**config.mk**
```make
export PLATFORM = sky130hd
export DESIGN_NAME = m2_ws
export DESIGN_NICKNAME = d
export VERILOG_FILES = /design/src/rtl/m2_pkg.sv /design/src/rtl/m2_clip8.sv /design/src/rtl/m2_ws.sv
export SDC_FILE = /design/constraint.sdc
export NUM_CORES = 1
export LEC_CHECK = 0
export BUFFER_PORTS_ARGS = -buffer_cell sky130_fd_sc_hd__buf_2
export CORE_UTILIZATION = 49
export DETAILED_ROUTE_END_ITERATION = 10
export GPL_ROUTABILITY_DRIVEN = 0
export PLACE_DENSITY_LB_ADDON = 0.2
export SYNTH_ARGS = -nofsm -noshare
export SYNTH_HDL_FRONTEND = slang
export SYNTH_SLANG_ARGS = --single-unit
export TNS_END_PERCENT = 50
```
**constraint.sdc**
```tcl
create_clock -name CLOCK_50 -period 2.85 [get_ports CLOCK_50]
set_input_delay 0.285 -clock CLOCK_50 [delete_from_list [all_inputs] [get_ports CLOCK_50]]
set_output_delay 0.285 -clock CLOCK_50 [all_outputs]
set_load 0.01 [all_outputs]
```
**src/rtl/m2_pkg.sv**
```systemverilog
// Shared types and constants for the milestone-2 datapath stages.
package m2_pkg;

  typedef enum logic [2:0] {
    S_IDLE,
    S_LEAD_IN_0,
    S_LEAD_IN_1,
    S_WRITE,
    S_LEAD_OUT
  } ws_state_t;

  localparam int         BLOCK_WORDS   = 32;
  localparam int         WORDS_PER_ROW = 4;
  localparam logic [7:0] PIX_MAX       = 8'd255;

endpackage

```
**src/rtl/m2_clip8.sv**
```systemverilog
// Saturates one signed 16-bit IDCT sample to an 8-bit pixel in 0..255.
module m2_clip8
  import m2_pkg::*;
(
  input  logic [15:0] sample,
  output logic [7:0]  pixel
);

  always_comb begin
    pixel = sample[7:0];
    if (sample[15])
      pixel = 8'd0;
    else if (|sample[14:8])
      pixel = PIX_MAX;
  end

endmodule

```
**src/rtl/m2_ws.sv**
```systemverilog
// Write-S stage: streams one 8x8 block of clipped IDCT samples from DP RAM
// into SRAM as 8 rows of 4 packed pixel-pair words.
module m2_ws
  import m2_pkg::*;
#(
  parameter logic [6:0] DP_BASE = 7'd0
) (
  input  logic        CLOCK_50,
  input  logic        Reset,
  input  logic        Start,
  input  logic [17:0] Base_address,
  input  logic [8:0]  Row_offset,
  input  logic [31:0] read_data_SP,
  output logic [6:0]  address_SP,
  output logic [17:0] SRAM_address,
  output logic [15:0] SRAM_write_data,
  output logic        SRAM_we_n,
  output logic        Done
);

  localparam logic [6:0] DP_LAST  = DP_BASE + 7'(BLOCK_WORDS - 1);
  localparam logic [4:0] LAST_CNT = 5'(BLOCK_WORDS - 1);
  localparam logic [1:0] LAST_COL = 2'(WORDS_PER_ROW - 1);

  ws_state_t   state_reg;
  logic [4:0]  count_reg;
  logic [1:0]  col_reg;
  logic [17:0] jump_reg;
  logic [7:0]  pix_even;
  logic [7:0]  pix_odd;

  m2_clip8 u_clip_even (.sample(read_data_SP[31:16]), .pixel(pix_even));
  m2_clip8 u_clip_odd  (.sample(read_data_SP[15:0]),  .pixel(pix_odd));

  always_ff @(posedge CLOCK_50) begin
    if (Reset) begin
      state_reg       <= S_IDLE;
      address_SP      <= DP_BASE;
      SRAM_address    <= 18'd0;
      SRAM_write_data <= 16'd0;
      SRAM_we_n       <= 1'b1;
      Done            <= 1'b0;
      count_reg       <= 5'd0;
      col_reg         <= 2'd0;
      jump_reg        <= 18'd0;
    end else begin
      case (state_reg)
        S_IDLE: begin
          SRAM_we_n <= 1'b1;
          Done      <= 1'b0;
          if (Start) begin
            address_SP <= DP_BASE;
            state_reg  <= S_LEAD_IN_0;
          end
        end
        S_LEAD_IN_0: begin
          address_SP <= DP_BASE + 7'd1;
          state_reg  <= S_LEAD_IN_1;
        end
        S_LEAD_IN_1: begin
          address_SP <= DP_BASE + 7'd2;
          state_reg  <= S_WRITE;
        end
        S_WRITE: begin
          SRAM_address    <= Base_address + {16'd0, col_reg} + jump_reg;
          SRAM_write_data <= {pix_even, pix_odd};
          SRAM_we_n       <= 1'b0;
          // Reads run two words ahead of writes, so the address parks on the last word.
          if (address_SP != DP_LAST)
            address_SP <= address_SP + 7'd1;
          col_reg <= col_reg + 2'd1;
          if (col_reg == LAST_COL)
            jump_reg <= jump_reg + {9'd0, Row_offset};
          count_reg <= count_reg + 5'd1;
          if (count_reg == LAST_CNT)
            state_reg <= S_LEAD_OUT;
        end
        S_LEAD_OUT: begin
          SRAM_we_n  <= 1'b1;
          Done       <= 1'b1;
          count_reg  <= 5'd0;
          col_reg    <= 2'd0;
          jump_reg   <= 18'd0;
          address_SP <= DP_BASE;
          state_reg  <= S_IDLE;
        end
        default: state_reg <= S_IDLE;
      endcase
    end
  end

endmodule

```
### Word level (Yosys, flattened, before mapping)

Cells that the tools add are included.

* register bits: 71
* bits in latches: 0
* memory bits (writable): 0
* memory bits (read-only): 0
* logic and storage cells: 53
* memories kept: 0

* add/sub/neg operators: 6
* multiply operators: 0
* divide/modulo/power cells: 0
* order comparisons: 0
* eq/ne operators: 11
* shift operators: 0
* multiplexer cells: 16
* bitwise operators: 0
* reduce and logical (&&, ||, !) cells: 11

Operator list (number)
* case mux 18 bit (2 select lines): 1
* case mux 7 bit (5 select lines): 1
* two-way mux 8 bit: 4
* adder 18 bit: 1
* adder 18 x 2 -> 18 bit: 1
* adder 18 x 9 -> 18 bit: 1
* two-way mux 18 bit: 1
* two-way mux 7 bit: 2
* OR reduction 7 bit: 2
* case mux 3 bit (4 select lines): 1
* case mux 5 bit (2 select lines): 1
* inequality test 2 bit, second input constant: 4
* adder 7 x 1 -> 7 bit, second input constant: 1
* inequality test 7 x 5 -> 1 bit, second input constant: 1
* == test 3 x 2 -> 1 bit, second input constant: 2
* two-way mux 3 bit: 2
* nonzero test 2 bit: 3
* adder 5 x 1 -> 5 bit, second input constant: 1
* == test 5 bit, second input constant: 1
* nonzero test 5 bit: 1
* case mux 1 bit (2 select lines): 2
* case mux 2 bit (2 select lines): 1
* AND reduction 2 bit: 2
* == test 3 x 1 -> 1 bit, second input constant: 1
* 6 further kinds: 6

### Depth between registers and ports, before layout

Gate-level depths: netlist (run 1).

* depth in word-level cells: 3
* mapped depth: 11
* gate-level depth less buffers: 11

### Cells and area by module

Synthesis (run 1) repeated with hierarchy kept, for this count alone.

* cells, all modules: 555
* area total of the unflattened synthesis: 4570.6 um2

Modules (own cells, without submodules)
* m2_ws: instances 1, cells an instance 515, area an instance 4342.9 um2, sequential area each 1421.4 um2
* m2_clip8: instances 2, cells an instance 20, area an instance 113.9 um2, sequential area each 0.0 um2

### Least setup slack after synthesis (run 1)

Ideal clock, no wire load.

* path type: register to register
* from: register jump_reg[1]
* to: register SRAM_address[13]
* arrival time: 2.688 ns
* setup slack: 0.044 ns
* cell stages (with the launch flop): 10
* period minus slack after synthesis: 2.806 ns
* cell sequence: dfxtp_1 -> fa_1 -> ha_1 -> fa_1 -> a211oi_2 -> nor3_2 -> o21ai_2 -> a21oi_1 -> or3_1 -> a32o_1

* word-level cells in the longest chain between the ends: 1

RTL lines
* start: declaration: RTL line m2_ws.sv:28 `logic [17:0] jump_reg;`
* start signal: assignment: RTL line m2_ws.sv:73 `jump_reg <= jump_reg + {9'd0, Row_offset};`
* adder 18 bit: RTL line m2_ws.sv:65 `SRAM_address <= Base_address + {16'd0, col_reg} + jump_reg;`
* end signal: assignment: RTL line m2_ws.sv:65
* end: declaration: RTL line m2_ws.sv:15 `output logic [17:0] SRAM_address,`

Every way passes these cells.
A chain may end at the register's enable or synchronous reset.

### Final worst setup path (run 1)

* from: register col_reg[1]
* to: register SRAM_address[13]

* word-level cells in the longest chain between the ends: 2

RTL lines
* start: declaration: RTL line m2_ws.sv:27 `logic [1:0] col_reg;`
* start signal: assignment: RTL line m2_ws.sv:71 `col_reg <= col_reg + 2'd1;`
* adder 18 x 2 -> 18 bit: RTL line m2_ws.sv:65
* adder 18 bit: RTL line m2_ws.sv:65

Every way passes these cells.

==> summary.txt, run 1 <==
Synthesis
  – Syn Std Cell Area: roughly 4400 sq um
  – Post-synth top area share: between 30 and 40%
  – Synth Net Count: between 600 and 700
  – Synth top area cells: dfxtp_1 32%, ha_1 13%, a21oi_1 7.4%
  – Seq/Total Area, Yosys: between 30% and 40%
  – EDFF count, synth: 0
  – Leading area contributor after synthesis: dfxtp_1
  – Top-count cell post-synth: dfxtp_1
  – YS warnings: 0
  – Syn avg cell area: 8.09 sq um
  – Library cells used by synthesis: a little under 60
  – Most used DFF post-synth: dfxtp_1
  – Synth async-reset ratio: 0%
  – Cells after Synth: between 500 and 600
  – Seq cells post-synth: between 70 and 80
  – Most frequent cells after synthesis: 71 x dfxtp_1, 67 x nor2_1, 65 x a21oi_1

Worst setup path
  – Critical path arrival: ~3 ns
  – Worst Path Max Fanout: 3
  – Critical path launch point type: flip-flop
  – R2R Path End: SRAM_address[13]
  – Reg2Reg Depth: 9
  – CP Capture Type: flip-flop
  – Req. time, crit path: slightly above 3 ns
  – R2r setup slk: 0.11 ns
  – Worst r2r src: col_reg[1]
  – Kind of critical path: reg -> reg

Layout
  – Area occupied by multi-input gates: roughly 2800 sq um
  – Register area: approximately 1400 sq um
  – Ant diodes: 0
  – Area growth syn-to-layout: 19.4%
  – Layout Nets: 756
  – Fillcell total: around 780
  – Share of layout cells above drive strength 1: roughly 22%

Power
  – P_int: between 1.5 and 2 mW
  – PwrDens: between 400 and 500 nW/um^2
  – Combinational share of power: around an eighth
  – Lkg Pwr: approximately 2.5 nW
  – Clk pwr share: between 30% and 40%
  – Total power: roughly 2.1 mW
  – Seq pwr share: 49.1%
  – Switching share of power: around a quarter
  – Max VDD drop: between 0.0002 and 0.00025 V
  – P_sw: about 0.57 mW

Timing
  – Final Skew: approximately 0.010 ns
  – WHS: 0.320 ns
  – Final Hold Fails: 0
  – Actual slew at the worst max-slew pin: 0.890 ns
  – Minimum clock period: between 2 and 3 ns
  – # setup viols final: 0
  – Fmax: 0.365 GHz
  – Max Slew Vio Count: 0
  – Slew margin rel.: approximately 41%
  – Setup TNS Final: 0 ns
  – Final Cycle Share: 96.1%

Min path
  – Min-Delay Path Depth: 4
  – HP Class: in -> reg
  – Worst Hold Path EP: jump_reg[0]
  – Hold path start: Row_offset[0]

Routing
  – DR WL/cell: ~14 um
  – Final WL: roughly 11 mm
  – DR iter-0 viols: roughly 210
  – DRC Markers: 0
  – Via count: roughly 4,300
  – Antenna viol nets, final: 0
  – DRT Pass-1 Iters: 4
  – Drt via density: 5.66

Global routing
  – Vias in the first global route: approximately 4,000
  – Antenna violations before repair: 0
  – Pin count of the biggest net entering global routing: 51
  – First-pass GRT wire length: about 18 mm
  – Total Routing Usage GR: 23.8%
  – Gr ovfl total: 0

Floorplanning
  – IO Pins: 105
  – Die height: roughly 97 um
  – Core Rows: 34
  – Die Area: roughly 9400 sq um
  – Core area: a little under 9000 sq um
  – Die X: 96.8 um
  – Initial core utilization: 50.4%

Clocking
  – CTS tree: built
  – Clk Latency, worst-skew pair: 0.35 ns
  – CTS Buf Count: 9
  – Clock buffer depth: 2
  – Reg clk slew, reported paths: 0.08 ns
  – CTS root buf: clkbuf_8
  – Clk sinks: between 70 and 80
  – H-tree lvl count: 3
  – CTS Hold Bufs: 0

Run status
  – Status: finished clean

Place
  – # port buffers: ~100
  – HPWL after DPL: 8.23 mm

Job
  – Maxcap violations: 0
critical path, stage by stage, from the launching register on:
cell and delay, ns:
dfxtp_2 0.33, fa_1 0.46, ha_1 0.26, fa_2 0.37, a211oi_2 0.28, nor3_2 0.11
o21ai_2 0.16, a21oi_1 0.09, or3_1 0.34, a32o_1 0.24
cells in the final DEF, fill, tap and decap left out, types with 3 or more instances in the layout:
cell	Yosys	routed
nor4_1	7	7
buf_2	4	104
xnor2_1	11	11
fa_1	4	3
a22oi_1	3	3
o211ai_1	7	7
a211oi_1	6	6
clkbuf_8	0	10
ha_1	44	44
mux2i_1	3	3
nand2_1	47	47
a21oi_1	65	65
o31ai_1	7	7
o221ai_1	6	5
nand3_1	10	10
nor2_1	67	67
buf_4	0	12
o21a_1	5	5
or4_1	6	6
dfxtp_1	71	70
xor2_1	11	11
o22ai_1	3	3
o21bai_1	4	4
nor3_1	30	30
inv_1	15	15
and3_1	9	9
nand2b_1	5	5
o21ai_0	19	19
a211o_1	3	3
a21o_1	11	11
nand4_1	7	7
layout make-up:
class | count | share of cell area, %
multi-input combinational | 433 | 53.9
clock inverter | 5 | 1.07
inverter | 15 | 1.07
timing repair buffer | 116 | 11.6
sequential | 71 | 27.1
tap | 108 | 2.57
clock buffer | 11 | 2.69
metrics by stage:
stage          cell area [sq um]  setup WS (ns)  std cells  util, %
6_report                    5250          0.111        759     60.2
3_5_place_dp                5040        -0.0563        742     57.8
4_1_cts                     5240         0.0317        758     60.0
5_1_grt                     5250      -0.000214        759     60.2
2_1_floorplan               4400         0.0443        544        -
3_3_place_gp                5040        -0.0387        742     57.8
metal layers:
metal	vias up	track usage, %	wire length (um)
met5	-	0	0
met2	142	37.6	4960
met3	22	6.07	727
li1	2190	-	-
met4	0	8.61	211
met1	1940	31.3	5020
cells by family after synthesis:
logic type | share of synthesized area (%)
AO/OA/AOI/OAI | 22.8
multiplexers | 1.19
AND/OR/NAND/NOR | 21.4
adder cells (fa/ha/maj) | 14.3
flip-flops | 32.3
XOR/XNOR | 4.38
buffers and inverters | 3.53
worst max-delay path by stage:
| stage | cells after the start | slack, ns | end | startpoint |
|---|---|---|---|---|
| after floorplan | 9 | 0.04 | SRAM_address[13] | jump_reg[1] |
| after global placement | 10 | -0.04 | SRAM_address[13] | Base_address[1] |
| after detailed placement | 10 | -0.06 | SRAM_address[13] | Base_address[1] |
| after CTS | 9 | 0.03 | SRAM_address[13] | col_reg[1] |
| after global routing | 9 | -0.0002 | SRAM_address[13] | col_reg[1] |
| final | 9 | 0.11 | SRAM_address[13] | col_reg[1] |
repair_timing:
| item | in CTS | in global routing |
|---|---|---|
| buffers inserted | 0 | 1 |
| gates resized for setup | 0 | 3 |
| setup endpoints to repair | 0 | 2 |
power groups by stage:
stage / registers [mW] / clock network (mW) / logic, mW
finish: 1.04 / 0.811 / 0.273
global route: 1.05 / 0.886 / 0.306
CTS: 1.04 / 0.829 / 0.272
detailed placement: 1.07 / 0 / 0.271
global placement: 1.07 / 0 / 0.265
floorplan: 1.06 / 0 / 0.170
Note: power is estimated with default switching activity, not from simulation.
==> inputs of run 2 (changes only) <==
CORE_ASPECT_RATIO = 1.1   (was default)
==> summary.txt, run 2 (synthesis gave the netlist of run 1 again) <==
Worst setup path
  – Worst r2r src: col_reg[1]
  – Kind of critical path: reg -> reg
  – Worst-path cell chain: fa_1, ha_2, fa_2, a211oi_4, nor3_2, o21ai_2, a21oi_1, or3_1, a32o_1
  – R2R Path End: SRAM_address[13]
  – CP max stage delay: 0.45 ns
  – Slowest cell on the critical path: fa_1
  – Req. time, crit path: slightly above 3 ns
  – Critical path arrival: a little over 3 ns
  – R2r setup slk: around 0.052 ns
  – Critical path buffers and inverters: 0
  – Critical path launch point type: flip-flop
  – Reg2Reg Depth: 9
  – Worst Path Max Fanout: 2
  – Delay-heaviest family, CP: adder cells
  – CP Capture Type: flip-flop

Min path
  – Hold path start: Row_offset[0]
  – Worst Hold Path EP: jump_reg[0]
  – HP Class: in -> reg
  – Min-Delay Path Depth: 4

Run status
  – Status: finished clean

Layout
  – Share of layout cells above drive strength 1: roughly 23%
  – Post-route design area: 5260 sq um
  – Area occupied by multi-input gates: roughly 2800 sq um
  – Area growth syn-to-layout: 19.6%
  – Ant diodes: 0
  – Register area: between 1000 and 1500 sq um
  – Most frequent cells in the layout: 104 x buf_2, 69 x dfxtp_1, 67 x nor2_1
  – Layout Nets: around 760
  – Fillcell total: approximately 810
  – Commonest non-fill, non-tap cell in the layout: buf_2

Global routing
  – Total Routing Usage GR: about a quarter
  – Gr ovfl total: 0
  – Vias in the first global route: just over 4,000
  – Antenna violations before repair: 0
  – First-pass GRT wire length: around 19 mm
  – Pin count of the biggest net entering global routing: between 50 and 60

Floorplanning
  – IO Pins: 105
  – Core Rows: 35
  – Initial core utilization: 51.5%
  – Core area: roughly 8500 sq um
  – Die Area: 9360 sq um
  – Die X: ~90 um
  – Die height: 101 um

Place
  – Dpl cell area: 5030 sq um
  – # port buffers: ~100
  – HPWL after DPL: ~8.3 mm

Routing
  – DR iter-0 viols: about 180
  – Metal3 WL: roughly 660 um
  – DRT Pass-1 Iters: 7
  – DRC Markers: 0
  – Via count: between 4,000 and 5,000
  – Max layer used: met4
  – Antenna viol nets, final: 0
  – DR WL met2: 5.26 mm
  – Metal1 wirelength: 5.02 mm
  – DR WL/cell: 14.6 um
  – Final WL: 11.1 mm
  – Drt via density: a little under 6

Clocking
  – CTS Hold Bufs: 0
  – Reg clk slew, reported paths: roughly 0.08 ns
  – Clock buffer depth: 2
  – Clk sinks: just over 70
  – Clk Latency, worst-skew pair: approximately 0.35 ns
  – CTS root buf: clkbuf_8
  – H-tree lvl count: 3
  – CTS Buf Count: 9
  – CTS tree: built

Job
  – Maxcap violations: 0

Power
  – Total power: 2.11 mW
  – PwrDens: 401 nW/um^2
  – Max VDD drop: 0.000290 V
  – Lkg Pwr: roughly 2.4 nW

Timing
  – Final Hold Fails: 0
  – Max Slew Vio Count: 0
  – # setup viols final: 0
  – Final Skew: 0.0112 ns
  – Slew margin rel.: 40.9%
  – Minimum clock period: 2.80 ns
  – Fmax: 0.357 GHz
  – Final Cycle Share: a little over nine tenths
  – Actual slew at the worst max-slew pin: a little under 0.9 ns
[run 2: timing repair]
item,4_1_cts,5_1_grt
setup buffers,0,2
gates resized for setup,0,5
endpoints found under the setup margin,1,2
pin swaps,1,2
[run 2: worst min-delay path: stages]
cell	delay (ns)
buf_2	0.08
ha_1	0.12
nand2_1	0.04
a21oi_1	0.11
[run 2: routing by layer]
layer / track usage, % / vias up
li1: - / 2196
met1: 31.1 / 2061
met2: 42.2 / 131
met3: 4.58 / 13
met4: 9.98 / 0
met5: 0 / -
[run 2: cell type report]
class                      instances  area share, %
inverter                          15           1.07
multi-input combinational        433           53.9
tap                              111           2.64
clock inverter                     7           1.36
clock buffer                       9           2.35
timing repair buffer             116           11.6
sequential                        71           27.1
[run 2: worst max path at each step]
| stage | slack [ns] | startpoint | endpoint | depth (start not counted) |
|---|---|---|---|---|
| floorplan | 0.04 | jump_reg[1] | SRAM_address[13] | 9 |
| global placement | -0.06 | Base_address[1] | SRAM_address[13] | 10 |
| detailed placement | -0.1 | Base_address[1] | SRAM_address[13] | 10 |
| CTS | 0.01 | col_reg[1] | SRAM_address[13] | 9 |
| global route | -0.01 | col_reg[1] | SRAM_address[13] | 9 |
| finish | 0.05 | col_reg[1] | SRAM_address[13] | 9 |
[run 2: power by group]
part | leakage (nW) | switching, mW | internal (mW) | total (mW)
clock network | 0.0916 | 0.392 | 0.403 | 0.795
logic | 1.78 | 0.157 | 0.115 | 0.272
registers | 0.575 | 0.0276 | 1.02 | 1.04
total | 2.44 | 0.576 | 1.54 | 2.11
[run 2: metrics by stage]
step	setup TNS [ns]	setup WS, ns	instances	util [%]	hold slack, ns
final	0	0.0522	762	61.6	0.316
after global routing	-0.0144	-0.0144	762	61.6	0.328
after CTS	0	0.0136	760	61.2	0.309
after detailed placement	-0.126	-0.0969	744	59.0	0.448
after global placement	-0.0718	-0.0648	744	59.0	0.440
after floorplan	0	0.0443	544	-	0.452
==> inputs of run 3 (changes only) <==
SYNTH_HIERARCHICAL = 1   (was default)
==> summary.txt, run 3 <==
Run status
  – Status: finished clean

Layout
  – Layout Nets: 760
  – Final cell count without fillers: 769
  – Area growth syn-to-layout: 17.5%
  – Commonest non-fill, non-tap cell in the layout: buf_2
  – Fillcell total: between 800 and 900
  – Most frequent cells in the layout: 104 x buf_2, 79 x nand2_1, 70 x dfxtp_1
  – Ant diodes: 0
  – Register area: approximately 1400 sq um
  – Area occupied by multi-input gates: 2980 sq um
  – Share of layout cells above drive strength 1: between 20% and 30%

Floorplanning
  – Initial core utilization: about half
  – Core Rows: 36
  – Core area: about 9000 sq um
  – Die Area: 9720 sq um
  – Die X: roughly 94 um
  – Die height: roughly 100 um
  – IO Pins: 105

Timing
  – Minimum clock period: 2.69 ns
  – Slew margin rel.: between 40% and 50%
  – Final Skew: 0.00972 ns
  – # setup viols final: 0
  – Final Hold Fails: 0
  – WHS: 0.274 ns
  – Final Cycle Share: 94.4%
  – Setup TNS Final: 0 ns
  – Fmax: between 0.3 and 0.4 GHz
  – Max Slew Vio Count: 0
  – Unrepaired setup endpoints after global routing: no
  – Actual slew at the worst max-slew pin: a little over 0.8 ns

Clocking
  – Clk Latency, worst-skew pair: 0.36 ns
  – CTS root buf: clkbuf_8
  – H-tree lvl count: 3
  – CTS tree: built
  – Clock buffer depth: 2
  – CTS Buf Count: 9
  – Clk sinks: between 70 and 80
  – Reg clk slew, reported paths: 0.08 ns

Worst setup path
  – Critical path launch point type: flip-flop
  – Kind of critical path: reg -> reg
  – CP Capture Type: flip-flop
  – Critical path arrival: just under 3 ns
  – Worst Path Max Fanout: 4
  – Req. time, crit path: 3.11 ns

Place
  – HPWL after DPL: about 8.6 mm
  – Post-Place Cells: around 750
  – # port buffers: 104

Synthesis
  – Library cells used by synthesis: 59
  – Syn Std Cell Area: 4570 sq um
  – Synth top area cells: dfxtp_1 31%, ha_1 12%, nand2_1 6.5%
  – Leading area contributor after synthesis: dfxtp_1
  – Cells after Synth: 555
  – Largest family of logic cells by synthesized area: compound AO/OA/AOI/OAI gates
  – XOR/XNOR share of the synthesized area: under 10%
  – Fraction of the mapped netlist area in compound gates: between 20% and 30%
  – Seq/Total Area, Yosys: between 30 and 40%
  – Top-count cell post-synth: nand2_1
  – Most used DFF post-synth: dfxtp_1
  – Synth Area in Adders: between 10% and 20%
  – Synth Net Count: 665
  – Syn avg cell area: ~8.2 sq um
  – Synth async-reset ratio: 0%
  – EDFF count, synth: 0
  – Mux share of post-synthesis cell area: between 1.5 and 2%
  – Post-synth top area share: a little under a third
  – Simple-gate area share of the yosys netlist: 20.7%
  – Seq cells post-synth: 71
  – Most frequent cells after synthesis: 79 x nand2_1, 71 x dfxtp_1, 56 x a21oi_1
  – YS warnings: 6

Global routing
  – Gr ovfl total: 0
  – Total Routing Usage GR: 23.4%
  – Pin count of the biggest net entering global routing: 35
  – Antenna violations before repair: 0
  – First-pass GRT wire length: approximately 18 mm
  – Vias in the first global route: slightly below 4,000

Routing
  – Antenna viol nets, final: 0
  – DRT Pass-1 Iters: 4
  – Final WL: 11.3 mm
  – DR iter-0 viols: around 170
  – Via count: between 4,000 and 5,000
  – DR WL/cell: roughly 15 um
  – DRC Markers: 0
  – Drt via density: approximately 5.7

Power
  – PwrDens: between 400 and 500 nW/um^2
  – Total power: between 2 and 2.5 mW
  – Lkg Pwr: 2.43 nW
  – Max VDD drop: around 0.00036 V

Min path
  – HP Class: in -> reg

Job
  – Maxcap violations: 0
run 3: changes by cell type after synthesis, sizes merged, moves of 8 or more:
cell,previous run,this run
nand2,47,80
a21oi,66,57
a31oi,1,19
nor3,31,5
nor2,68,53
nand3b,0,8
run 3: logic make-up (layout without fill, tap and decap cells):
logic type	Yosys count	count (layout)
fa+ha+maj	48	48
mux	9	9
flops	71	71
buf+inv	41	141
simple gates	195	195
xor+xnor	22	22
compound gates	169	169
run 3: power breakdown:
part / internal [mW] / leakage, nW / total (mW) / switching, mW
Clock: 0.413 / 0.101 / 0.838 / 0.425
Sequential: 1.02 / 0.575 / 1.04 / 0.0278
Combinational: 0.115 / 1.76 / 0.278 / 0.162
run 3: routing by layer:
metal  track usage (%)  share of wire (%)  up-vias
li1                  -                  -     2210
met1              26.9                 44     1980
met2              40.7                 48      134
met3              6.80                6.0       27
met4              9.70                2.7        0
met5                 0                  0        -
run 3: area by class of cell:
class	count	area share, %
clock buffers	9	2.31
clock inverters	7	1.44
inverters	15	1.05
multi-input cells	443	55.5
flip-flops and latches	71	26.5
well taps	114	2.66
repair buffers	110	10.5
run 3: worst max-delay path, cell delays in order, from the launching register on:
cell	delay [ns]
dfxtp_1	0.39
fa_1	0.43
ha_1	0.25
fa_1	0.45
a211oi_2	0.32
nor3_2	0.12
o211ai_1	0.25
nand3_1	0.11
a32o_1	0.27
run 3: final timing paths:
path	start	slack, ns	depth (start not counted)	endpoint
setup reg to reg	col_reg[1]	0.16	8	SRAM_address[17]
hold / removal	read_data_SP[31]	0.27	4	SRAM_write_data[9]
setup / recovery	col_reg[1]	0.16	8	SRAM_address[17]
hold reg to reg	SRAM_write_data[0]	0.45	2	SRAM_write_data[0]
run 3: per-stage QoR:
stage	utilization [%]	worst slack, ns	area (sq um)
final	59.9	0.161	5370
after global routing	59.9	0.0495	5370
after CTS	59.8	0.0262	5360
after detailed placement	57.5	0.0406	5160
after global placement	57.5	0.135	5160
after floorplan	-	0.241	4570
run 3: what timing repair did:
| item | CTS | global route |
|---|---|---|
| endpoints found under the setup margin | 0 | 5 |
| gates resized for setup | 0 | 3 |
| buffers inserted | 0 | 0 |
| hold buffers | 0 | 0 |
| endpoints found under the hold margin | 0 | 0 |
